--- src/rtl/arbitro_clases_param_if.sv ---
// rtl/arbitro_clases_param_if.sv - ingress/class FIFO bundle seen by the class router
// master = router side (pops ingress, pushes class FIFOs); slave = FIFO side.
interface arbitro_clases_param_if #(
  parameter int DATA_W = 12,
  parameter int NUM_CH = 4
);
  logic [DATA_W-1:0] fifo_data;
  logic              fifo_empty;
  logic              pop;
  logic [NUM_CH-1:0] almost_full;
  logic [NUM_CH-1:0] push;
  logic [DATA_W-1:0] data_out;

  modport master (
    input  fifo_data, fifo_empty, almost_full,
    output pop, push, data_out
  );

  modport slave (
    output fifo_data, fifo_empty, almost_full,
    input  pop, push, data_out
  );
endinterface

--- src/rtl/arbitro_clases_param.sv ---
// rtl/arbitro_clases_param.sv - routes ingress FIFO words to per-class FIFOs via a one-entry hold
// Hold stage is the FSM (EMPTY/FULL); push/data_out are registered, pop is combinational.
module arbitro_clases_param #(
  parameter int DATA_W    = 12,
  parameter int CLASS_W   = 2,
  parameter int CLASS_LSB = 10,
  parameter int MODE      = 0,
  parameter int CNT_W     = 8
) (
  input  logic                             clk,
  input  logic                             reset,
  input  logic                             enable,
  input  logic                             cnt_clr,
  arbitro_clases_param_if.master           bus,
  output logic [(2**CLASS_W)*CNT_W-1:0]    push_cnt
);
  localparam int NUM_CH = 2**CLASS_W;

  typedef enum logic {EMPTY = 1'b0, FULL = 1'b1} state_t;

  state_t              state_q, state_d;
  logic [DATA_W-1:0]   hold_data_q, hold_data_d;
  logic [CLASS_W-1:0]  dest;
  logic                blocked;
  logic                drain;
  logic                pop;
  logic [NUM_CH-1:0]   push_q, push_d;
  logic [DATA_W-1:0]   data_out_q, data_out_d;
  logic [CNT_W-1:0]    cnt_q [NUM_CH];
  logic [CNT_W-1:0]    cnt_d [NUM_CH];

  assign dest    = hold_data_q[CLASS_LSB +: CLASS_W];
  assign blocked = (MODE != 0) ? bus.almost_full[dest] : |bus.almost_full;

  always_ff @(posedge clk) begin
    if (reset) begin
      state_q     <= EMPTY;
      hold_data_q <= '0;
    end else begin
      state_q     <= state_d;
      hold_data_q <= hold_data_d;
    end
  end

  // A pop refills the hold even while it drains, which keeps 1 word/cycle.
  always_comb begin
    state_d     = state_q;
    hold_data_d = hold_data_q;
    if (pop) begin
      state_d     = FULL;
      hold_data_d = bus.fifo_data;
    end else if (drain) begin
      state_d     = EMPTY;
    end
  end

  always_comb begin
    drain = (state_q == FULL) & ~blocked & enable;
    pop   = ~reset & enable & ~bus.fifo_empty & ((state_q == EMPTY) | drain);
  end

  always_comb begin
    push_d     = '0;
    data_out_d = data_out_q;
    if (drain) begin
      push_d[dest] = 1'b1;
      data_out_d   = hold_data_q;
    end
  end

  // Counters step on the same edge that registers the push; clear wins.
  always_comb begin
    for (int k = 0; k < NUM_CH; k++) begin
      cnt_d[k] = cnt_q[k];
      if (cnt_clr) begin
        cnt_d[k] = '0;
      end else if (push_d[k] && (cnt_q[k] != {CNT_W{1'b1}})) begin
        cnt_d[k] = cnt_q[k] + CNT_W'(1);
      end
    end
  end

  always_ff @(posedge clk) begin
    if (reset) begin
      push_q     <= '0;
      data_out_q <= '0;
      for (int k = 0; k < NUM_CH; k++) cnt_q[k] <= '0;
    end else begin
      push_q     <= push_d;
      data_out_q <= data_out_d;
      for (int k = 0; k < NUM_CH; k++) cnt_q[k] <= cnt_d[k];
    end
  end

  always_comb begin
    push_cnt = '0;
    for (int k = 0; k < NUM_CH; k++) push_cnt[k*CNT_W +: CNT_W] = cnt_q[k];
  end

  assign bus.pop      = pop;
  assign bus.push     = push_q;
  assign bus.data_out = data_out_q;
endmodule

--- src/flat_wrapper.sv ---
// flat-port wrapper written by rule: the top's interface ports become plain ports
module arbitro_clases_param_flat 
#(
  parameter int DATA_W    = 12,
  parameter int CLASS_W   = 2,
  parameter int CLASS_LSB = 10,
  parameter int MODE      = 0,
  parameter int CNT_W     = 8
)
  (clk, reset, enable, cnt_clr, push_cnt, bus_fifo_data, bus_fifo_empty, bus_almost_full, bus_pop, bus_push, bus_data_out);
  arbitro_clases_param_if #(.DATA_W(DATA_W), .NUM_CH(4)) bus_i ();
  input  logic clk;
  input  logic reset;
  input  logic enable;
  input  logic cnt_clr;
  output logic [(2**CLASS_W)*CNT_W-1:0] push_cnt;
  input wire logic [$bits(bus_i.fifo_data)-1:0] bus_fifo_data;
  input wire logic [$bits(bus_i.fifo_empty)-1:0] bus_fifo_empty;
  input wire logic [$bits(bus_i.almost_full)-1:0] bus_almost_full;
  output wire logic [$bits(bus_i.pop)-1:0] bus_pop;
  output wire logic [$bits(bus_i.push)-1:0] bus_push;
  output wire logic [$bits(bus_i.data_out)-1:0] bus_data_out;
  assign bus_i.fifo_data = bus_fifo_data;
  assign bus_i.fifo_empty = bus_fifo_empty;
  assign bus_i.almost_full = bus_almost_full;
  assign bus_pop = bus_i.pop;
  assign bus_push = bus_i.push;
  assign bus_data_out = bus_i.data_out;
  arbitro_clases_param #(.DATA_W(DATA_W), .CLASS_W(CLASS_W), .CLASS_LSB(CLASS_LSB), .MODE(MODE), .CNT_W(CNT_W)) u_core (.clk(clk), .reset(reset), .enable(enable), .cnt_clr(cnt_clr), .bus(bus_i), .push_cnt(push_cnt));
endmodule
--- config.mk ---
export PLATFORM = sky130hd
export DESIGN_NAME = arbitro_clases_param_flat
export DESIGN_NICKNAME = d
export VERILOG_FILES = /design/src/rtl/arbitro_clases_param_if.sv /design/src/rtl/arbitro_clases_param.sv /design/src/flat_wrapper.sv
export SDC_FILE = /design/constraint.sdc
export NUM_CORES = 1
export LEC_CHECK = 0
export CAP_MARGIN = 15
export CELL_PAD_IN_SITES_DETAIL_PLACEMENT = 2
export CELL_PAD_IN_SITES_GLOBAL_PLACEMENT = 2
export CORE_MARGIN = 5
export CORE_UTILIZATION = 31
export CTS_CLUSTER_DIAMETER = 60
export DETAILED_ROUTE_END_ITERATION = 8
export PLACE_DENSITY = 0.93
export SETUP_SLACK_MARGIN = 0.5
export SLEW_MARGIN = 20
export SYNTH_ARGS = -nofsm -noshare
export SYNTH_HDL_FRONTEND = slang
export SYNTH_SLANG_ARGS = --single-unit
--- constraint.sdc ---
create_clock -name clk -period 3 [get_ports clk]
set_input_delay 0.45 -clock clk [delete_from_list [all_inputs] [get_ports clk]]
set_output_delay 0.45 -clock clk [all_outputs]
set_load 0.005 [all_outputs]
**Yosys cells after proc, flatten, opt, wreduce, memory -nomap -nowiden**

Memory sizes are Yosys's and may differ from the RTL's.
Index checks and enable logic that the tools add are counted.

- Flip-flop bits (word level): 29
- Memory bits (writable): 32
- Bits of input ports: 21
- Output and inout port bits: 49
- Logic and storage cells: 56
- Memories kept: 1

Memory list:

| name | depth | bits a word | rd ports | clocked after memory_dff | write ports | RTL line | source |
|---|---|---|---|---|---|---|---|
| u_core.cnt_q | 4 | 8 | 4 | 0 | 4 | arbitro_clases_param.sv:29 | `logic [CNT_W-1:0] cnt_q [NUM_CH];` |

- $add $sub $neg: 4
- $lt $le $gt $ge: 2
- Equal/unequal tests: 4
- Muxes and demuxes: 20
- Bitwise logic cells: 14
- Reductions and logical operators: 7

Operator list:

| operator | count |
|---|---|
| $mux W8 | 12 |
| $add A8 B1 Y8 const B | 4 |
| $ne A8 B8 Y1 const B | 4 |
| $mux W1 | 6 |
| $and A1 B1 Y1 | 5 |
| $logic_and A1 B1 Y1 | 5 |
| $or A1 B1 Y1 | 5 |
| $mux W4 | 1 |
| $not A1 Y1 | 4 |
| $reduce_or A4 Y1 | 1 |
| $lt A2 B3 Y1 const B | 1 |
| $demux W1 S2 | 1 |
| $ge A2 B1 Y1 const B | 1 |
| $reduce_bool A2 Y1 | 1 |

**Depth between registers and ports, before layout**

Gate-level depths: netlist (run 1).

- Word-level depth: 9
- Depth in mapped cells: 6
- Depth with buffers taken out: 5

**Worst setup path before layout (run 1)**

No wires, ideal clock.

- Path type: input -> output
- Start: input port bus_almost_full[1]
- End: output port bus_pop
- Arrival: 1.604 ns
- Data required time: 2.550 ns
- Setup slack: 0.946 ns
- Cell stages on the path: 5
- Buffers on the path: 1
- Cells stage by stage: nor4b_4 nand2_2 a211o_1 buf_6 inv_1

- Word-level cells in the longest chain between the ends: 6

RTL lines:

| what | RTL line | source |
|---|---|---|
| from (decl) | flat_wrapper.sv:19 | `input wire logic [$bits(bus_i.almost_full)-1:0] bus_almost_full;` |
| $reduce_or A4 Y1 | arbitro_clases_param.sv:33 | `assign blocked = (MODE != 0) ? bus.almost_full[dest] : \|bus.almost_full;` |
| $not A1 Y1 | arbitro_clases_param.sv:58 | `drain = (state_q == FULL) & ~blocked & enable;` |
| $and A1 B1 Y1 (2 in series) | arbitro_clases_param.sv:58 |  |
| $or A1 B1 Y1 | arbitro_clases_param.sv:59 | `pop = ~reset & enable & ~bus.fifo_empty & ((state_q == EMPTY) \| drain);` |
| $and A1 B1 Y1 | arbitro_clases_param.sv:59 |  |
| to (decl) | flat_wrapper.sv:20 | `output wire logic [$bits(bus_i.pop)-1:0] bus_pop;` |

No other way between the ends.

**Final worst setup path (run 1)**

Same ends and word-level chain as after synthesis.

==> impl_metrics.py, run 1 <==
metrics = {
    "status": {
        "status": "finished, final reports clean",
    },
    "detailed_routing": {
        "routedWlPerCell_um": 20.3,
        "drc_errors": 0,
        "wl_met3_um": 478,
        "m1WireLength_um": 4000,
        "final_antenna_net_count": 0,
        "drtIter0Drc": 56,
        "vias": 2620,
        "route.met2.wl_um": 5180,
        "dr.pass1.iters": 4,
        "drt-total-wl_um": 9770,
        "routed.top_layer": "met4",
        "via_per_inst": 5.44,
    },
    "synth": {
        "synth_fp_nets": 319,
        "synth.top_cells.by_area": "dfxtp_1 46%, a21oi_1 6.0%, mux2_2 5.1%",
        "ys_warn_count": 0,
        "yosysMostFrequentCell": "dfxtp_1",
        "synthFlopType": "dfxtp_1",
        "synthArstFlopShare": 0,
        "ys_ff_latch": 61,
        "synth_commonest_cells": "61 x dfxtp_1, 33 x nand2_1, 32 x a21oi_1",
        "ys_types": 40,
        "netlist_area_sq_um": 2660,
        "synth-seq-area-share": 0.459,
        "synth_top_cell_by_area": "dfxtp_1",
        "synth_cells": 294,
        "synth-edff-count": 0,
        "synth_area_per_cell_sq_um": 9.04,
        "synth_top_area_share": 0.459,
    },
    "pwr": {
        "seq_power_share": 0.450,
        "intPower_mw": 1.42,
        "swShare": 0.229,
        "vdd_drop_max_v": 0.000285,
        "powerDensity_nw_per_um2": 489,
        "power.leakage_nw": 1.27,
        "p_switching_uw": 421,
        "power_frac_comb": 0.046,
        "pwr-share-clk": 0.504,
    },
    "placed_design": {
        "hpwlAfterDp_um": 6460,
        "io_buffer_count": 69,
        "post-place-cells": 463,
        "place_congestion": 0.773,
    },
    "critical_path": {
        "path_max_fanout": 2,
        "arrival_ns": 2.04,
        "critical-path-max-stage-delay_ns": 0.49,
        "crit_type": "in -> out",
        "worstSetupEndpointType": "output pin",
        "cp_slowest_cell": "clkdlybuf4s50_1",
        "start_kind": "input port",
        "cp_cell_sequence": "dlygate4sd2_1 -> nor4b_4 -> nand2_2 -> a211o_1 -> inv_1 -> clkdlybuf4s50_1",
        "crit_required_ns": 2.55,
    },
    "layout": {
        "area_growth_pct": 41.5,
        "register_area_sq_um": 1220,
        "final_layout_size_suffix_gt1_frac": 0.127,
        "antennaDiodeCount": 0,
        "fin_cells": 482,
        "fillCellCount": 877,
        "multi_input_area_sq_um": 1360,
        "nets": 397,
    },
    "clocking": {
        "clk_latency_ns": 0.35,
        "cts_tree": "done",
        "cts_max_path_buffers": 2,
        "clock_sinks": 61,
        "htree_levels": 3,
        "cts_made_buffers": 9,
        "cts-root-buf": "clkbuf_8",
        "clk_pin_slew_ns": 0.08,
    },
    "grt": {
        "grt_pass1_vias": 2848,
        "gr-usage-all-layers": 0.191,
        "grt_pass1_wl_um": 15300,
        "grt-ovfl-total": 0,
        "grt_max_degree": 26,
        "antenna_found_initial": 0,
    },
    "sta": {
        "finalCritPeriodShare": 0.828,
        "slew_headroom": 0.521,
        "finalSetupViolations": 0,
        "fin_tns_setup_ns": 0,
        "skew_ns": 0.00968,
        "hold_violations": 0,
        "rsz0062_at_grt": "false",
        "tightest_slew_ns": 0.716,
        "min_period_ns": 2.49,
        "max_freq_ghz": 0.402,
        "drv_slew": 0,
    },
    "floorplanning": {
        "fp-row-count": 33,
        "dieWidth_um": 103,
        "fp.dieArea_sq_um": 10500,
        "dieHeight_um": 103,
        "start_util": 0.320,
        "core_sq_um": 8300,
        "ios": 70,
    },
    "min_path": {
        "min_path_type": "reg -> reg",
    },
    "job": {
        "maxCapViolations": 0,
    },
}
worst max-delay path: cells and delay by family:
family                 cells  cell delay (ns)
AO/OA/AOI/OAI              1             0.30
AND/OR/NAND/NOR            2             0.46
buffers and inverters      3             0.81
through the flow:
step | power, mW | cell area [sq um] | worst slack [ns] | hold slack, ns | utilization
final | 1.84 | 3760 | 0.515 | 0.465 | 0.453
after detailed placement | 0.927 | 3490 | 0.305 | 0.443 | 0.420
after floorplan | 0.880 | 2660 | 0.946 | 0.427 | -
after global placement | 0.922 | 3490 | 0.401 | 0.436 | 0.420
after global routing | 1.90 | 3760 | 0.442 | 0.479 | 0.453
after CTS | 1.86 | 3750 | 0.514 | 0.465 | 0.452
power by group through the flow:
stage | sequential [mW] | combinational (mW) | clock (mW)
after detailed placement | 0.846 | 0.0808 | 0
final | 0.828 | 0.0841 | 0.928
after global placement | 0.845 | 0.0773 | 0
after CTS | 0.828 | 0.0833 | 0.949
after global routing | 0.829 | 0.0892 | 0.984
after floorplan | 0.842 | 0.0377 | 0
cells by family (layout without fill, tap and decap cells):
family                     count (synthesis)  after routing  share of synthesized area
xor gates and xnor gates                   2              2                    0.00659
AOI/OAI and AO/OA                         66             66                      0.156
buffers and inverters                     22            105                     0.0339
muxes                                     16             16                     0.0659
and+or+nand+nor                          123            123                      0.260
adders and majority gates                  4              4                     0.0188
DFF                                       61             61                      0.459
cell type report:
| type | instances | share of cell area |
|---|---|---|
| multi-input combinational | 211 | 0.360 |
| sequential | 61 | 0.325 |
| timing repair buffer | 81 | 0.207 |
| tap | 105 | 0.0349 |
| clock buffer | 9 | 0.0329 |
| clock inverter | 7 | 0.0326 |
| inverter | 8 | 0.00798 |
sequential cells by signal, indices dropped and copies added, names as in the netlist:
signal               flops
u_core.cnt_q            32
u_core.bus.data_out     12
u_core.hold_data_q      12
u_core.bus.push          4
u_core.state_q           1
layout by cell type, fill, tap and decap left out, types with 9 or more instances in the layout:
master and instances:
a21oi_1 32, buf_4 12, clkbuf_8 9, clkdlybuf4s50_1 64, dfxtp_1 61, mux2_2 12, nand2_1 33, nand3_1 15
nor2_1 10, nor2b_1 12, o31ai_1 11, or4_1 11
worst paths after layout:
kind,start,to,slack [ns],cells past startpoint
worst max-delay path,bus_almost_full[1],bus_pop,0.51,6
worst min register to register,u_core.hold_data_q[0]$_SDFFE_PP0P_,u_core.bus.data_out[0]$_SDFFE_PP0P_,0.47,2
worst max register to register,u_core.state_q$_SDFFE_PP0P_,u_core.cnt_q[0][6]$_SDFFE_PP0P_,0.75,7
worst min-delay path,u_core.hold_data_q[0]$_SDFFE_PP0P_,u_core.bus.data_out[0]$_SDFFE_PP0P_,0.47,2
per-layer routing:
layer  GRT usage  vias up
li1            -     1232
met1       0.217     1320
met2       0.350       58
met3      0.0595       10
met4      0.0414        0
met5           0        -
timing repair:
action | in CTS | in global routing
hold endpoints to repair | 0 | 0
hold buffers | 0 | 0
endpoints found under the setup margin | 1 | 1
buffers inserted | 2 | 1
pin swaps | 2 | 1
gates resized for setup | 6 | 1
Power figures use the tool's default switching activity.
==> run 2: changes to the inputs <==
- CORE_UTILIZATION: 31 -> 28
- PLACE_DENSITY: 0.93 -> 0.86
- clock period: 3 -> 2.61 ns (I/O delays scaled with it)
==> run 2 against run 1 <==
Compared with the run above: die area increased by 9.6%; clock-buffer cell count unchanged; utilization decreased by 4.3 points; combinational power increased by 20%; setup slack improved by 0.098 ns; clock power decreased by 3.8%; critical endpoint is now u_core.cnt_q[2][4]$_SDFFE_PP0P_; largest power group is now registers.
==> impl_metrics.py, run 2 (same netlist as run 1, synthesis figures left out) <==
metrics = {
    "floorplanning": {
        "dieHeight_um": 107,
        "ios": 70,
        "dieWidth_um": 107,
        "fp-row-count": 35,
        "start_util": 0.288,
        "fp.dieArea_sq_um": 11500,
        "core_sq_um": 9240,
    },
    "detailed_routing": {
        "drc_errors": 0,
        "dr.pass1.iters": 4,
        "drt-total-wl_um": 8970,
        "routedWlPerCell_um": 17.5,
        "drtIter0Drc": 85,
        "vias": 2599,
        "final_antenna_net_count": 0,
        "via_per_inst": 5.08,
    },
    "placed_design": {
        "place_congestion": 0.731,
        "hpwlAfterDp_um": 6350,
        "dpl-instance-area_sq_um": 3560,
        "io_buffer_count": 69,
    },
    "layout": {
        "final_layout_size_suffix_gt1_frac": 0.146,
        "final_common_cell": "clkdlybuf4s50_1",
        "area_growth_pct": 42.5,
        "mostFrequentLayoutCells": "63 x clkdlybuf4s50_1, 60 x dfxtp_1, 33 x nand2_1",
        "design_area_sq_um": 3790,
        "final_util": 0.410,
        "nets": 403,
        "largest_reg_flops": 32,
        "largest-register": "u_core.cnt_q",
        "antennaDiodeCount": 0,
    },
    "clocking": {
        "cts-root-buf": "clkbuf_8",
        "clk_latency_ns": 0.36,
        "htree_levels": 3,
        "cts_tree": "done",
        "cts_max_path_buffers": 2,
        "clk_pin_slew_ns": 0.08,
        "clock_sinks": 61,
        "cts_hold_buf": 0,
        "cts_made_buffers": 9,
    },
    "status": {
        "status": "finished, final reports clean",
    },
    "grt": {
        "grt_max_degree": 19,
        "antenna_found_initial": 0,
        "grt_pass1_wl_um": 14600,
        "gr-usage-all-layers": 0.161,
        "grt_pass1_vias": 2848,
        "grt-ovfl-total": 0,
    },
    "sta": {
        "slew_headroom": 0.521,
        "rsz0062_at_grt": "false",
        "finalCritPeriodShare": 0.765,
        "min_period_ns": 2.00,
        "finalSetupViolations": 0,
        "fin_tns_setup_ns": 0,
        "hold_violations": 0,
        "drv_slew": 0,
        "max_freq_ghz": 0.501,
        "skew_ns": 0.00707,
        "tightest_slew_ns": 0.716,
    },
    "critical_path": {
        "worstSetupEndpointType": "flop",
        "start_kind": "input port",
        "arrival_ns": 2.28,
        "crit_required_ns": 2.89,
        "crit_type": "in -> reg",
        "path_max_fanout": 15,
    },
    "pwr": {
        "power.leakage_nw": 1.28,
        "vdd_drop_max_v": 0.000222,
        "powerDensity_nw_per_um2": 512,
        "power_mw": 1.94,
    },
    "min_path": {
        "min_path_type": "reg -> reg",
    },
    "job": {
        "maxCapViolations": 0,
    },
}
[run 2: path summary, 6_finish.rpt]
path                                            from                             endpoint  slack [ns]  cells after the start
setup reg to reg         u_core.state_q$_SDFFE_PP0P_      u_core.cnt_q[2][4]$_SDFFE_PP0P_        0.67                      7
setup / recovery                  bus_almost_full[1]      u_core.cnt_q[2][4]$_SDFFE_PP0P_        0.61                      8
hold / removal    u_core.hold_data_q[6]$_SDFFE_PP0P_  u_core.bus.data_out[6]$_SDFFE_PP0P_        0.46                      2
hold reg to reg   u_core.hold_data_q[6]$_SDFFE_PP0P_  u_core.bus.data_out[6]$_SDFFE_PP0P_        0.46                      2
[run 2: through the flow]
stage / hold slack, ns / setup WS, ns / cells
after floorplan: 0.427 / 0.673 / 294
after global routing: 0.489 / 0.518 / 512
after global placement: 0.433 / 0.123 / 493
after detailed placement: 0.453 / 0.0627 / 493
final: 0.461 / 0.613 / 512
after CTS: 0.467 / 0.590 / 510
[run 2: layout make-up]
| class | instances | area [sq um] |
|---|---|---|
| fillers | 988 | 5450 |
| well taps | 129 | 161 |
| inverters | 8 | 30.0 |
| clock inverters | 7 | 81.3 |
| repair buffers | 87 | 815 |
| flip-flops and latches | 61 | 1220 |
| clock buffers | 9 | 124 |
| multi-input cells | 211 | 1360 |
[run 2: report_power, final]
part / leakage, nW / internal, mW / switching (mW)
clock network: 0.101 / 0.454 / 0.439
logic: 0.687 / 0.0542 / 0.0472
registers: 0.493 / 0.941 / 0.00563
total: 1.28 / 1.45 / 0.492
[run 2: critical path: stages]
cell and delay [ns]:
dlygate4sd2_1 0.26, nor4b_4 0.35, buf_4 0.17, buf_4 0.15, nand4b_1 0.09, buf_4 0.20, or4_1 0.52, a21oi_1 0.15
[run 2: per-layer routing]
layer  vias to the layer above  global-route usage  part of all wire
met5                         -                   0                 0
met4                         0              0.0514             0.013
met3                        11              0.0576             0.061
met2                        57               0.280              0.51
met1                      1277               0.182              0.42
li1                       1254                   -                 -
[run 2: repair_timing]
action	4_1_cts	5_1_grt
pin swaps	2	3
setup endpoints to repair	1	1
gates resized for setup	9	2
setup buffers	1	2
